<file path="src/rtl/spi_host_master_if.sv">
// ----------------------------------------------------------------------------
// spi_host_master_if
//   Request/response bundle between the test-setup control logic and the
//   spi_host_master SPI initiator.
//
//   Signals
//     req_valid    request present (driven by the requester)
//     req_ready    host idle; request taken when req_valid & req_ready
//     req_rd_wr    1 = read, 0 = write
//     req_address  target address, ADDR_WIDTH bits
//     req_wr_data  write data, DATA_WIDTH bits (ignored on reads)
//     rsp_valid    one-cycle pulse at the end of every frame
//     rsp_rd_data  read data, valid with rsp_valid on reads
//     busy         high from the accept cycle until req_ready returns
//
//   Modports
//     master  the requester (control logic / testbench)
//     slave   the SPI host itself
// ----------------------------------------------------------------------------
interface spi_host_master_if #(
   parameter int ADDR_WIDTH = 32,
   parameter int DATA_WIDTH = 32
) ();

   logic                  req_valid;
   logic                  req_ready;
   logic                  req_rd_wr;
   logic [ADDR_WIDTH-1:0] req_address;
   logic [DATA_WIDTH-1:0] req_wr_data;
   logic                  rsp_valid;
   logic [DATA_WIDTH-1:0] rsp_rd_data;
   logic                  busy;

   modport master (
      output req_valid,
      output req_rd_wr,
      output req_address,
      output req_wr_data,
      input  req_ready,
      input  rsp_valid,
      input  rsp_rd_data,
      input  busy
   );

   modport slave (
      input  req_valid,
      input  req_rd_wr,
      input  req_address,
      input  req_wr_data,
      output req_ready,
      output rsp_valid,
      output rsp_rd_data,
      output busy
   );

endinterface

</file>
<file path="src/rtl/spi_host_master.sv">
// ----------------------------------------------------------------------------
// spi_host_master
//   sys_clk-domain SPI initiator. Each accepted request is turned into one
//   SPI mode-0 frame, MSB first: {rd_wr, address, wr_data}, where wr_data is
//   sent as zeros on reads. For reads, the device's data bits sampled on miso
//   are returned on rsp_rd_data together with the one-cycle rsp_valid pulse.
//
//   Frame timing (all in sys_clk cycles, CLK_DIV per sclk half-period):
//     SETUP  CLK_DIV          cs_n low, first bit on mosi
//     SHIFT  2*CLK_DIV per bit, N = 1 + ADDR_WIDTH + DATA_WIDTH bits
//     HOLD   CLK_DIV          mosi back to 0, cs_n still low
//     GAP    CLK_DIV          cs_n high, rsp_valid pulses on the first cycle
//
//   Ports
//     sys_clk      system clock, all logic on its rising edge
//     rst          synchronous active-high reset
//     bus          spi_host_master_if.slave request/response bundle
//     sclk         SPI clock, idles low
//     cs_n         chip select, active low, idles high
//     mosi         host-to-device data
//     miso         device-to-host data
//     lb_mismatch  (SPI_HOST_LOOPBACK_EN only) sticky flag, mosi moved
//                  while sclk was high
//
//   Build option
//     SPI_HOST_LOOPBACK_EN  ignore miso and sample the registered mosi
//                           instead, for bring-up without a device.
// ----------------------------------------------------------------------------
module spi_host_master #(
   parameter int ADDR_WIDTH = 32,
   parameter int DATA_WIDTH = 32,
   parameter int CLK_DIV    = 4
) (
   input  logic                   sys_clk,
   input  logic                   rst,
   spi_host_master_if.slave       bus,
   output logic                   sclk,
   output logic                   cs_n,
   output logic                   mosi,
   input  logic                   miso
`ifdef SPI_HOST_LOOPBACK_EN
   ,
   output logic                   lb_mismatch
`endif
);

   localparam int N     = 1 + ADDR_WIDTH + DATA_WIDTH;
   localparam int DIV_W = (CLK_DIV > 1) ? $clog2(CLK_DIV) : 1;
   localparam int CNT_W = $clog2(N);

   localparam logic [DIV_W-1:0] DIV_LAST  = DIV_W'(CLK_DIV - 1);
   localparam logic [CNT_W-1:0] BIT_LAST  = CNT_W'(N - 1);
   localparam logic [CNT_W-1:0] CAP_FIRST = CNT_W'(ADDR_WIDTH + 1);

   typedef enum logic [2:0] {
      IDLE,
      SETUP,
      SHIFT,
      HOLD,
      GAP
   } state_t;

   state_t                 state;
   logic [DIV_W-1:0]       div_cnt;
   logic [CNT_W-1:0]       bit_cnt;
   logic [N-2:0]           shift_reg;
   logic [DATA_WIDTH-1:0]  capture;
   logic                   is_read;

   logic                   div_end;
   logic                   sample_bit;
   logic [N-1:0]           frame_in;

   // The divider wraps every CLK_DIV cycles; every timed step of the frame
   // (setup, each sclk half-period, hold, gap) ends on that wrap.
   assign div_end = (div_cnt == DIV_LAST);

   // The outgoing frame; the data field is forced to zero on reads.
   assign frame_in = {bus.req_rd_wr,
                      bus.req_address,
                      bus.req_rd_wr ? {DATA_WIDTH{1'b0}} : bus.req_wr_data};

`ifdef SPI_HOST_LOOPBACK_EN
   logic lb_ref;
   logic unused_miso;

   // In loopback the device pin is deliberately left unconnected and the
   // sample point sees our own registered mosi.
   assign unused_miso = miso;
   assign sample_bit  = mosi;
`else
   assign sample_bit  = miso;
`endif

   // Single FSM holding every output register. mosi always shows the bit
   // currently on the wire while shift_reg holds the bits still to come, so
   // advancing on a falling sclk edge is just "take the next MSB".
   always_ff @(posedge sys_clk) begin
      if (rst) begin
         state           <= IDLE;
         div_cnt         <= '0;
         bit_cnt         <= '0;
         shift_reg       <= '0;
         capture         <= '0;
         is_read         <= 1'b0;
         sclk            <= 1'b0;
         cs_n            <= 1'b1;
         mosi            <= 1'b0;
         bus.req_ready   <= 1'b1;
         bus.busy        <= 1'b0;
         bus.rsp_valid   <= 1'b0;
         bus.rsp_rd_data <= '0;
      end else begin
         bus.rsp_valid <= 1'b0;

         if (state != IDLE) begin
            div_cnt <= div_end ? '0 : div_cnt + 1'b1;
         end

         case (state)
            IDLE: begin
               if (bus.req_valid && bus.req_ready) begin
                  shift_reg     <= frame_in[N-2:0];
                  mosi          <= frame_in[N-1];
                  is_read       <= bus.req_rd_wr;
                  cs_n          <= 1'b0;
                  bus.req_ready <= 1'b0;
                  bus.busy      <= 1'b1;
                  div_cnt       <= '0;
                  bit_cnt       <= '0;
                  state         <= SETUP;
               end
            end

            SETUP: begin
               if (div_end) begin
                  state <= SHIFT;
               end
            end

            SHIFT: begin
               if (div_end) begin
                  if (!sclk) begin
                     // Rising edge: sample. Only the data-field bits are
                     // kept; command and address bits of miso are ignored.
                     sclk <= 1'b1;
                     if (bit_cnt >= CAP_FIRST) begin
                        capture <= {capture[DATA_WIDTH-2:0], sample_bit};
                     end
                  end else begin
                     // Falling edge: move to the next bit, or finish.
                     sclk      <= 1'b0;
                     shift_reg <= {shift_reg[N-3:0], 1'b0};
                     if (bit_cnt == BIT_LAST) begin
                        mosi  <= 1'b0;
                        state <= HOLD;
                     end else begin
                        mosi    <= shift_reg[N-2];
                        bit_cnt <= bit_cnt + 1'b1;
                     end
                  end
               end
            end

            HOLD: begin
               if (div_end) begin
                  cs_n          <= 1'b1;
                  bus.rsp_valid <= 1'b1;
                  if (is_read) begin
                     bus.rsp_rd_data <= capture;
                  end
                  state <= GAP;
               end
            end

            GAP: begin
               if (div_end) begin
                  bus.req_ready <= 1'b1;
                  bus.busy      <= 1'b0;
                  state         <= IDLE;
               end
            end

            default: begin
               state <= IDLE;
            end
         endcase
      end
   end

`ifdef SPI_HOST_LOOPBACK_EN
   // Sticky loopback sanity flag: remember the bit presented at each rising
   // sclk edge and flag any cycle of the high phase where mosi differs.
   always_ff @(posedge sys_clk) begin
      if (rst) begin
         lb_ref      <= 1'b0;
         lb_mismatch <= 1'b0;
      end else begin
         if (state == SHIFT && !sclk && div_end) begin
            lb_ref <= mosi;
         end
         if (state == SHIFT && sclk && (mosi != lb_ref)) begin
            lb_mismatch <= 1'b1;
         end
      end
   end
`endif

endmodule

</file>
<file path="src/flat_wrapper.sv">
// flat-port wrapper written by rule: the top's interface ports become plain ports
module spi_host_master_flat 
#(
   parameter int ADDR_WIDTH = 32,
   parameter int DATA_WIDTH = 32,
   parameter int CLK_DIV    = 4
)
  (sys_clk, rst, sclk, cs_n, mosi, miso, bus_req_valid, bus_req_rd_wr, bus_req_address, bus_req_wr_data, bus_req_ready, bus_rsp_valid, bus_rsp_rd_data, bus_busy);
  spi_host_master_if #(.ADDR_WIDTH(ADDR_WIDTH), .DATA_WIDTH(DATA_WIDTH)) bus_i ();
  input  logic sys_clk;
  input  logic rst;
  output logic sclk;
  output logic cs_n;
  output logic mosi;
  input  logic miso;
  input wire logic [$bits(bus_i.req_valid)-1:0] bus_req_valid;
  input wire logic [$bits(bus_i.req_rd_wr)-1:0] bus_req_rd_wr;
  input wire logic [$bits(bus_i.req_address)-1:0] bus_req_address;
  input wire logic [$bits(bus_i.req_wr_data)-1:0] bus_req_wr_data;
  output wire logic [$bits(bus_i.req_ready)-1:0] bus_req_ready;
  output wire logic [$bits(bus_i.rsp_valid)-1:0] bus_rsp_valid;
  output wire logic [$bits(bus_i.rsp_rd_data)-1:0] bus_rsp_rd_data;
  output wire logic [$bits(bus_i.busy)-1:0] bus_busy;
  assign bus_i.req_valid = bus_req_valid;
  assign bus_i.req_rd_wr = bus_req_rd_wr;
  assign bus_i.req_address = bus_req_address;
  assign bus_i.req_wr_data = bus_req_wr_data;
  assign bus_req_ready = bus_i.req_ready;
  assign bus_rsp_valid = bus_i.rsp_valid;
  assign bus_rsp_rd_data = bus_i.rsp_rd_data;
  assign bus_busy = bus_i.busy;
  spi_host_master #(.ADDR_WIDTH(ADDR_WIDTH), .DATA_WIDTH(DATA_WIDTH), .CLK_DIV(CLK_DIV)) u_core (.sys_clk(sys_clk), .rst(rst), .bus(bus_i), .sclk(sclk), .cs_n(cs_n), .mosi(mosi), .miso(miso));
endmodule
</file>
<file path="config.mk">
export PLATFORM = sky130hd
export DESIGN_NAME = spi_host_master_flat
export DESIGN_NICKNAME = d
export VERILOG_FILES = /design/src/rtl/spi_host_master_if.sv /design/src/rtl/spi_host_master.sv /design/src/flat_wrapper.sv
export SDC_FILE = /design/constraint.sdc
export NUM_CORES = 1
export LEC_CHECK = 0
export CORE_MARGIN = 1.5
export CORE_UTILIZATION = 45
export CTS_CLUSTER_DIAMETER = 50
export DETAILED_ROUTE_END_ITERATION = 8
export DONT_BUFFER_PORTS = 1
export GPL_ROUTABILITY_DRIVEN = 0
export PLACE_DENSITY_LB_ADDON = 0.3
export SYNTH_ARGS = -nofsm -noshare
export SYNTH_HDL_FRONTEND = slang
export SYNTH_SLANG_ARGS = --single-unit
</file>
<file path="constraint.sdc">
create_clock -name sys_clk -period 1.69 [get_ports sys_clk]
set_clock_uncertainty 0.15 [all_clocks]
set_input_delay 0.4225 -clock sys_clk [delete_from_list [all_inputs] [get_ports sys_clk]]
set_output_delay 0.4225 -clock sys_clk [all_outputs]
set_load 0.01 [all_outputs]
</file>
==> results.json, run 1 <==
{
  "area_growth_pct": 50.32,
  "arrival_ns": 2.10,
  "io_buffer_count": 0,
  "htree_levels": 4,
  "yosys_warnings": 0,
  "num_rows": 42,
  "wl_met2_mm": 8.998,
  "finalMaxSlewViolations": 0,
  "stdcell_count": 974,
  "dr.first_iter.drc_count": 276,
  "postCtsHoldBufs": 1,
  "final_util": 0.6958,
  "first_global_vias": 5226,
  "fillers": 890,
  "fin_area_um2": 9214,
  "die_w_um": 119.7,
  "synthFlopType": "dfxtp_1",
  "violations": "negative hold slack, negative setup slack",
  "track_usage": 0.2133,
  "dr_wl_met3_um": 737,
  "final_layout_size_suffix_gt1_frac": 0.4329,
  "clkSlewWorstSetupHoldPaths_ns": 0.06,
  "synth.cell_area_um2": 6130,
  "grt_overflow": 0,
  "timing.final.hold_violations": 34,
  "crit_family": "compound AO/OA/AOI/OAI gates",
  "grt_pass1_wl_mm": 24.72,
  "design.core.area_um2": 13240,
  "avgRoutedWirePerCell_um": 18.43,
  "required_ns": 1.88,
  "synthArstFlopShare": 0,
  "die_area_um2": 14330,
  "hp-start": "rst",
  "synth_common_cells": "169 x nand2_1, 147 x dfxtp_1, 72 x nor2_1",
  "synth_cell_type_count": 48,
  "worstPathMaxFanout": 7,
  "worstSkewPairLatency_ns": 0.42,
  "synth_top_area_cell": "dfxtp_1",
  "ioPinCount": 107,
  "crit_path_start": "u_core.bit_cnt[2]",
  "outcome": "finished, violations left",
  "cp_slowest_cell": "or3_4",
  "synth.area.top_cells": "dfxtp_1 48%, nand2_1 10%, mux2i_1 5.2%",
  "cellLeakagePower_uw": 0.003572,
  "dr.pass1.iters": 4,
  "max-cap-violations": 0,
  "nNetsFinal": 857,
  "synth-seq-cells": 147,
  "start_util": 0.4629,
  "post_dp_cell_area_um2": 6660,
  "drt-met1-wl_mm": 7.830,
  "cts_tree": "done",
  "via_per_inst": 5.707,
  "worst_slew_pin_slew_ns": 0.4406,
  "holdWs_ns": -0.08040,
  "die_h_um": 119.7,
  "min_period_ns": 1.914,
  "crit_type": "register to register",
  "root_buffer": "clkbuf_16",
  "synth_nets": 797,
  "hp-class": "primary input to register",
  "clock-sinks": 147,
  "grt_max_degree": 116,
  "slew_headroom": 0.7040,
  "multiInputGateArea_um2": 3939,
  "wl_mm": 17.95,
  "synth_most_common_cell": "nand2_1",
  "rsz0062_at_grt": "true",
  "pwr_density_cell_nw_per_um2": 1603,
  "cts_buffers": 17,
  "syn_avg_cell_area_um2": 8.466,
  "synth_top_area_share": 0.4801,
  "synth_edf_count": 0,
  "setup_slack_ns": -0.2244,
  "largest_reg_flops": 64,
  "endpoint_kind": "register",
  "drcViolationCount": 0,
  "vdd_ir_drop_max_mv": 0.9491,
  "period_share": 1.133,
  "fmax_mhz": 522.3,
  "top_layer": "met4",
  "cp.buffers_inverters": 1,
  "final-seq-area_um2": 2962,
  "setup_viol": 139,
  "max_stage_delay_ns": 0.39,
  "clockBufferDepth": 2,
  "yosysSeqAreaShare": 0.4801,
  "hpwlAfterDp_mm": 8.623,
  "antenna_found_initial": 1,
  "path_cells": "or3_4, o41a_1, o21a_4, clkbuf_16, mux2i_1",
  "synth_cells": 724,
  "dp_cells": 889,
  "ant_nets": 0,
  "r2r-start": "u_core.bit_cnt[2]",
  "start_kind": "register",
  "vias": 5559
}
## cells in the final DEF, fill, tap and decap left out, drive strengths merged, types with 4 or more instances in the layout
master	instances
nor3	34
inv	5
nor2	72
o21a	4
nor3b	32
a311oi	32
a211oi	32
nand2	169
buf	92
bufinv	4
a21oi	45
mux2i	32
a31oi	4
ha	4
or3b	4
clkbuf	30
clkinv	5
clkinvlp	4
o21ai	11
dfxtp	147
nand3	8
## what timing repair did
item,4_1_cts,5_1_grt
setup endpoints to repair,138,140
resized for setup,67,236
cloned,10,13
hold endpoints to repair,115,114
setup buffers,26,8
pin swaps,32,101
## worst paths after layout
path,endpoint,cells after the start,slack (ns)
max,u_core.capture[13],5,-0.22
min,u_core.shift_reg[57],1,-0.08
min reg2reg,u_core.bus.rsp_rd_data[14],2,0.31
max reg2reg,u_core.capture[13],5,-0.22
## logic make-up (layout without fill, tap and decap cells)
| group | Yosys count | in the layout | share of synthesized area |
|---|---|---|---|
| muxes | 32 | 32 | 0.05226 |
| xor gates and xnor gates | 1 | 1 | 0.001429 |
| adders and majority gates | 4 | 4 | 0.008165 |
| and+or+nand+nor | 334 | 335 | 0.2470 |
| DFF | 147 | 147 | 0.4801 |
| buffers and inverters | 69 | 141 | 0.05736 |
| other | 0 | 1 | 0 |
| AOI/OAI and AO/OA | 137 | 137 | 0.1537 |
## through the flow
stage	worst slack (ns)	hold slack [ns]	setup TNS [ns]	power [uW]
5_1_grt	-0.3118	-0.1001	-24.85	15420
6_report	-0.2244	-0.08040	-17.72	14770
3_5_place_dp	-0.1865	0.2952	-13.24	7809
4_1_cts	-0.1782	-0.09100	-12.19	13130
3_3_place_gp	-0.1364	0.2815	-9.118	7658
2_1_floorplan	-0.1408	0.2821	-4.495	6769
## final cells by class
class	count	share of cell area
antenna	1	0.0002716
inverter	5	0.002037
multi-input combinational	509	0.4275
tap	176	0.02390
clock buffer	19	0.04807
sequential	147	0.3214
timing repair buffer	104	0.1570
clock inverter	13	0.01983
## worst reg2reg max path, delay by kind of cell, from the launching register on
family / cells / cell delay [ns]
compound gates: 2 / 0.61
simple gates: 1 / 0.39
flops: 1 / 0.33
buf+inv: 1 / 0.18
mux: 1 / 0.17
## per-layer routing
metal	track usage	vias up
met4	0.07738	0
met5	0	-
met3	0.06131	27
li1	-	2661
met2	0.3513	130
met1	0.2661	2741
## report_power, final
group          switching, uW  internal, uW  leakage (uW)
logic                   2920          3230       0.00207
registers                538          4090       0.00120
clock network           1490          2510      0.000295
total                   4940          9830       0.00357
Power figures use the tool's default switching activity.
==> run 2, diff against run 1 <==
--- a/config.mk
+++ b/config.mk
@@ -11,6 +11,7 @@
 export DETAILED_ROUTE_END_ITERATION = 8
 export DONT_BUFFER_PORTS = 1
 export GPL_ROUTABILITY_DRIVEN = 0
+export MAX_ROUTING_LAYER = met4
 export PLACE_DENSITY_LB_ADDON = 0.3
 export SYNTH_ARGS = -nofsm -noshare
 export SYNTH_HDL_FRONTEND = slang
==> run 2 against run 1 <==
Against the previous run:
- the run still ends with negative hold slack, negative setup slack left
- clock power barely moved
- flip-flop and latch count did not move
- sequential power barely moved
==> results.json, run 2 (synthesized netlist as in run 1, its figures left out) <==
{
  "die_w_um": 119.7,
  "grt_pass1_wl_mm": 24.68,
  "finalMaxSlewViolations": 0,
  "setup_slack_ns": -0.2238,
  "rsz0062_at_grt": "true",
  "min_period_ns": 1.914,
  "final_layout_size_suffix_gt1_frac": 0.4358,
  "multiInputGateArea_um2": 3946,
  "final-seq-area_um2": 2959,
  "timing.final.hold_violations": 89,
  "hpwlAfterDp_mm": 8.623,
  "period_share": 1.132,
  "fmax_mhz": 522.5,
  "outcome": "finished, violations left",
  "dr.first_iter.drc_count": 390,
  "clock-sinks": 147,
  "layout_common_cells": "138 x dfxtp_1, 129 x nand2_1, 48 x buf_4",
  "hp-class": "primary input to register",
  "vdd_ir_drop_max_mv": 1.015,
  "pwr_density_cell_nw_per_um2": 1598,
  "grt_overflow": 0,
  "post_dp_cell_area_um2": 6660,
  "holdWs_ns": -0.07679,
  "vias": 5582,
  "wl_mm": 17.71,
  "start_util": 0.4629,
  "cts_buffers": 17,
  "clockBufferDepth": 2,
  "path_cells": "or2_4, o32ai_4, buf_4, buf_16, buf_4, nor2_1, nor3_1",
  "violations": "negative hold slack, negative setup slack",
  "arrival_ns": 2.09,
  "grtUsageMet2": 0.3509,
  "antenna_found_initial": 1,
  "cp_slowest_cell": "dfxtp_4",
  "nNetsFinal": 854,
  "io_buffer_count": 0,
  "die_area_um2": 14330,
  "ant_nets": 0,
  "dr.pass1.iters": 5,
  "fillers": 887,
  "worst_slew_pin_slew_ns": 0.3889,
  "endpoint_kind": "register",
  "max_stage_delay_ns": 0.36,
  "avgRoutedWirePerCell_um": 18.23,
  "cellLeakagePower_uw": 0.003538,
  "crit_type": "register to register",
  "htree_levels": 4,
  "clkSlewWorstSetupHoldPaths_ns": 0.06,
  "cp.buffers_inverters": 3,
  "start_kind": "register",
  "crit_family": "simple AND/OR/NAND/NOR gates",
  "setup_viol": 139,
  "drcViolationCount": 0,
  "final_common_cell": "dfxtp_1",
  "die_h_um": 119.7,
  "via_per_inst": 5.749,
  "cts_tree": "done",
  "num_rows": 42,
  "root_buffer": "clkbuf_16",
  "postCtsHoldBufs": 1,
  "top_usage_layer": "met2",
  "worstPathMaxFanout": 7,
  "max-cap-violations": 0,
  "design.core.area_um2": 13240,
  "first_global_vias": 5234,
  "largest_reg_flops": 64,
  "post-place-ws_ns": -0.1865,
  "worstSkewPairLatency_ns": 0.42,
  "required_ns": 1.87,
  "fin_area_um2": 9154,
  "ioPinCount": 107,
  "crit_top_cell": "buf_4",
  "gr-usage-met3": 0.04848,
  "slew_headroom": 0.7387,
  "track_usage": 0.2196,
  "gr-usage-met1": 0.2688,
  "area_growth_pct": 49.34,
  "grt_max_degree": 116
}
-- run 2: cell types whose count changed in the layout (fill, tap and decap cells not counted), sizes merged --
cell / before / now
clkbuf: 30 / 28
buf: 92 / 91
-- run 2: worst paths after layout --
check,startpoint,end,slack [ns],cells after the start
max,u_core.state[0],u_core.shift_reg[26],-0.22,7
min,rst,u_core.shift_reg[57],-0.08,1
max reg2reg,u_core.state[0],u_core.shift_reg[26],-0.22,7
min reg2reg,u_core.capture[14],u_core.bus.rsp_rd_data[14],0.31,2
-- run 2: power by group --
part           total [uW]  leakage (uW)  internal (uW)  switching (uW)
sequential           4620       0.00120           4090             530
clock                3990      0.000295           2510            1480
combinational        6020       0.00204           3140            2880
total               14600       0.00354           9740            4890
-- run 2: what timing repair did --
item | 4_1_cts | 5_1_grt
endpoints found under the hold margin | 115 | 114
setup buffers | 26 | 7
pin swaps | 32 | 99
gates cloned | 10 | 11
gates resized for setup | 67 | 238
setup endpoints to repair | 138 | 140
-- run 2: cell type report --
cell class | count | share of cell area
Sequential cell | 147 | 0.3233
Clock inverter | 13 | 0.01996
Multi-Input combinational cell | 509 | 0.4311
Tap cell | 176 | 0.02406
Clock buffer | 19 | 0.04839
Inverter | 5 | 0.002050
Antenna cell | 1 | 0.0002734
Timing Repair Buffer | 101 | 0.1509
-- run 2: metal layers --
metal  vias up  part of all wire
met5         -                 0
met3        39             0.038
met2       132              0.50
li1       2651                 -
met4         0             0.030
met1      2760              0.44
-- run 2: metrics by stage --
step | TNS [ns] | util | instances | total power (uW) | hold WS (ns)
floorplan | -4.495 | - | 724 | 6769 | 0.2821
global placement | -9.118 | 0.5029 | 889 | 7658 | 0.2815
detailed placement | -13.24 | 0.5029 | 889 | 7809 | 0.2952
CTS | -12.19 | 0.6048 | 958 | 13130 | -0.09100
global route | -23.49 | 0.6912 | 971 | 15270 | -0.1002
finish | -16.91 | 0.6912 | 971 | 14630 | -0.07679
==> run 3, diff against run 2 <==
--- a/config.mk
+++ b/config.mk
@@ -5,7 +5,7 @@
 export SDC_FILE = /design/constraint.sdc
 export NUM_CORES = 1
 export LEC_CHECK = 0
-export CORE_MARGIN = 1.5
+export CORE_MARGIN = 2
 export CORE_UTILIZATION = 45
 export CTS_CLUSTER_DIAMETER = 50
 export DETAILED_ROUTE_END_ITERATION = 8
==> run 3 against run 2 <==
Against the previous run:
- the flow still finishes with violations (negative hold slack, negative setup slack)
- worst setup slack worse by 0.090 ns
- clock-buffer cell count is 5 higher
- cell area rose by 5.1%
- die area is 1.7% higher
- highest routed layer unchanged
==> results.json, run 3 (synthesized netlist as in run 1, its figures left out) <==
{
  "outcome": "finished, violations left",
  "violations": "negative hold slack, negative setup slack",
  "htree_levels": 4,
  "cts_buffers": 17,
  "io_buffer_count": 0,
  "num_rows": 42,
  "holdWs_ns": -0.07575,
  "p_clk_frac": 0.237,
  "setup_viol": 140,
  "sequentialPowerShare": 0.300,
  "final_layout_size_suffix_gt1_frac": 0.4478,
  "swShare": 0.3468,
  "regToRegSetupSlack_ns": -0.31,
  "hp-start": "rst",
  "nNetsFinal": 885,
  "max-cap-violations": 0,
  "cellLeakagePower_uw": 0.003641,
  "wl_mm": 20.97,
  "hp-class": "primary input to register",
  "arrival_ns": 2.19,
  "slew_headroom": 0.6438,
  "p_switching_uw": 5390,
  "design.core.area_um2": 13300,
  "die_h_um": 120.7,
  "start_kind": "register",
  "drcViolationCount": 0,
  "fmax_mhz": 499.0,
  "first_global_vias": 5853,
  "reg2reg_depth": 5,
  "layout_common_cells": "139 x dfxtp_1, 138 x nand2_1, 52 x buf_4",
  "area_growth_pct": 56.95,
  "rsz0062_at_grt": "true",
  "timing.final.hold_violations": 112,
  "track_usage": 0.2624,
  "p_comb_frac": 0.463,
  "clock-sinks": 147,
  "min_period_ns": 2.004,
  "stdcell_count": 1003,
  "worstPathMaxFanout": 7,
  "hpwlAfterDp_mm": 8.703,
  "ioPinCount": 107,
  "worst_slew_pin_slew_ns": 0.5302,
  "endpoint_kind": "register",
  "fin_setup_tns_ns": -18.96,
  "min_to": "u_core.shift_reg[56]",
  "postCtsHoldBufs": 1,
  "final_util": 0.7236,
  "avgRoutedWirePerCell_um": 20.91,
  "largest_reg_flops": 64,
  "dp_cells": 890,
  "multiInputGateArea_um2": 3930,
  "worstSkewPairLatency_ns": 0.43,
  "vdd_ir_drop_max_mv": 1.076,
  "internal-power_uw": 10150,
  "via_per_inst": 5.875,
  "crit_type": "register to register",
  "final-seq-area_um2": 2960,
  "r2r-start": "u_core.bit_cnt[2]",
  "crit_path_start": "u_core.bit_cnt[2]",
  "start_util": 0.4610,
  "timing.rr.end": "u_core.capture[14]",
  "die_w_um": 120.7,
  "clkSlewWorstSetupHoldPaths_ns": 0.06,
  "period_share": 1.186,
  "required_ns": 1.88,
  "min_path_cells": 1,
  "cts_tree": "done",
  "final_common_cell": "dfxtp_1",
  "die_area_um2": 14570,
  "vias": 5893,
  "dr.pass1.iters": 5,
  "ant_nets": 0,
  "fillers": 863,
  "grt_max_degree": 116,
  "setup_slack_ns": -0.3138,
  "pwr_density_cell_nw_per_um2": 1616,
  "grt_pass1_wl_mm": 29.28,
  "finalMaxSlewViolations": 0,
  "grt_overflow": 0,
  "dr.first_iter.drc_count": 432,
  "root_buffer": "clkbuf_16",
  "clockBufferDepth": 2,
  "antenna_found_initial": 3
}
## run 3: changes by cell type in the layout (fill, tap and decap cells not counted), sizes merged
cell    delta
diode      +2
inv        -1
clkinv     -2
buf       +33
bufinv     -3
clkbuf     +3
## run 3: how the worst max path moves through the flow
stage	endpoint	slack (ns)	cells after the start
final	u_core.capture[14]	-0.31	5
after floorplan	u_core.capture[28]	-0.14	6
after global placement	u_core.capture[20]	-0.15	5
after CTS	u_core.capture[8]	-0.17	5
after detailed placement	u_core.shift_reg[49]	-0.21	6
after global routing	u_core.shift_reg[27]	-0.34	8
## run 3: critical path, cell delays in order (launching register included)
cell	delay, ns
dfxtp_2	0.34
or3_4	0.41
o41a_1	0.35
o21a_4	0.26
clkbuf_16	0.18
mux2i_1	0.22
## run 3: what timing repair did
item,4_1_cts,5_1_grt
buffers inserted,42,13
endpoints found under the hold margin,115,114
resized for setup,164,160
cloned,21,7
endpoints found under the setup margin,138,142
pin swaps,75,73
## run 3: stage by stage
step | power [uW] | worst slack [ns] | hold slack (ns) | area, um^2
final | 15540 | -0.3138 | -0.07575 | 9620
after global routing | 16160 | -0.3419 | -0.09724 | 9620
after CTS | 14280 | -0.1700 | -0.09136 | 8806
after detailed placement | 7933 | -0.2138 | 0.2891 | 6718
after global placement | 7780 | -0.1514 | 0.2829 | 6718
after floorplan | 6769 | -0.1408 | 0.2821 | 6237
## run 3: final cells by class
type,instances,area share
clock inverters,7,0.007673
repair buffers,132,0.1983
flip-flops and latches,147,0.3077
multi-input cells,509,0.4085
diodes,3,0.0007803
well taps,176,0.02289
clock buffers,24,0.05215
inverters,5,0.001951
## run 3: power groups by stage
stage	Combinational (uW)	Sequential (uW)	Clock, uW
after floorplan	2370	4400	0
after global placement	3290	4490	0
after global routing	7580	4720	3870
after detailed placement	3420	4520	0
after CTS	6080	4530	3680
final	7190	4670	3680
## run 3: routing by layer
metal	vias to the layer above	GRT usage	share of wire
li1	2709	-	-
met1	2920	0.3161	0.42
met2	209	0.4170	0.50
met3	55	0.07123	0.048
met4	0	0.1068	0.030
met5	-	-	0
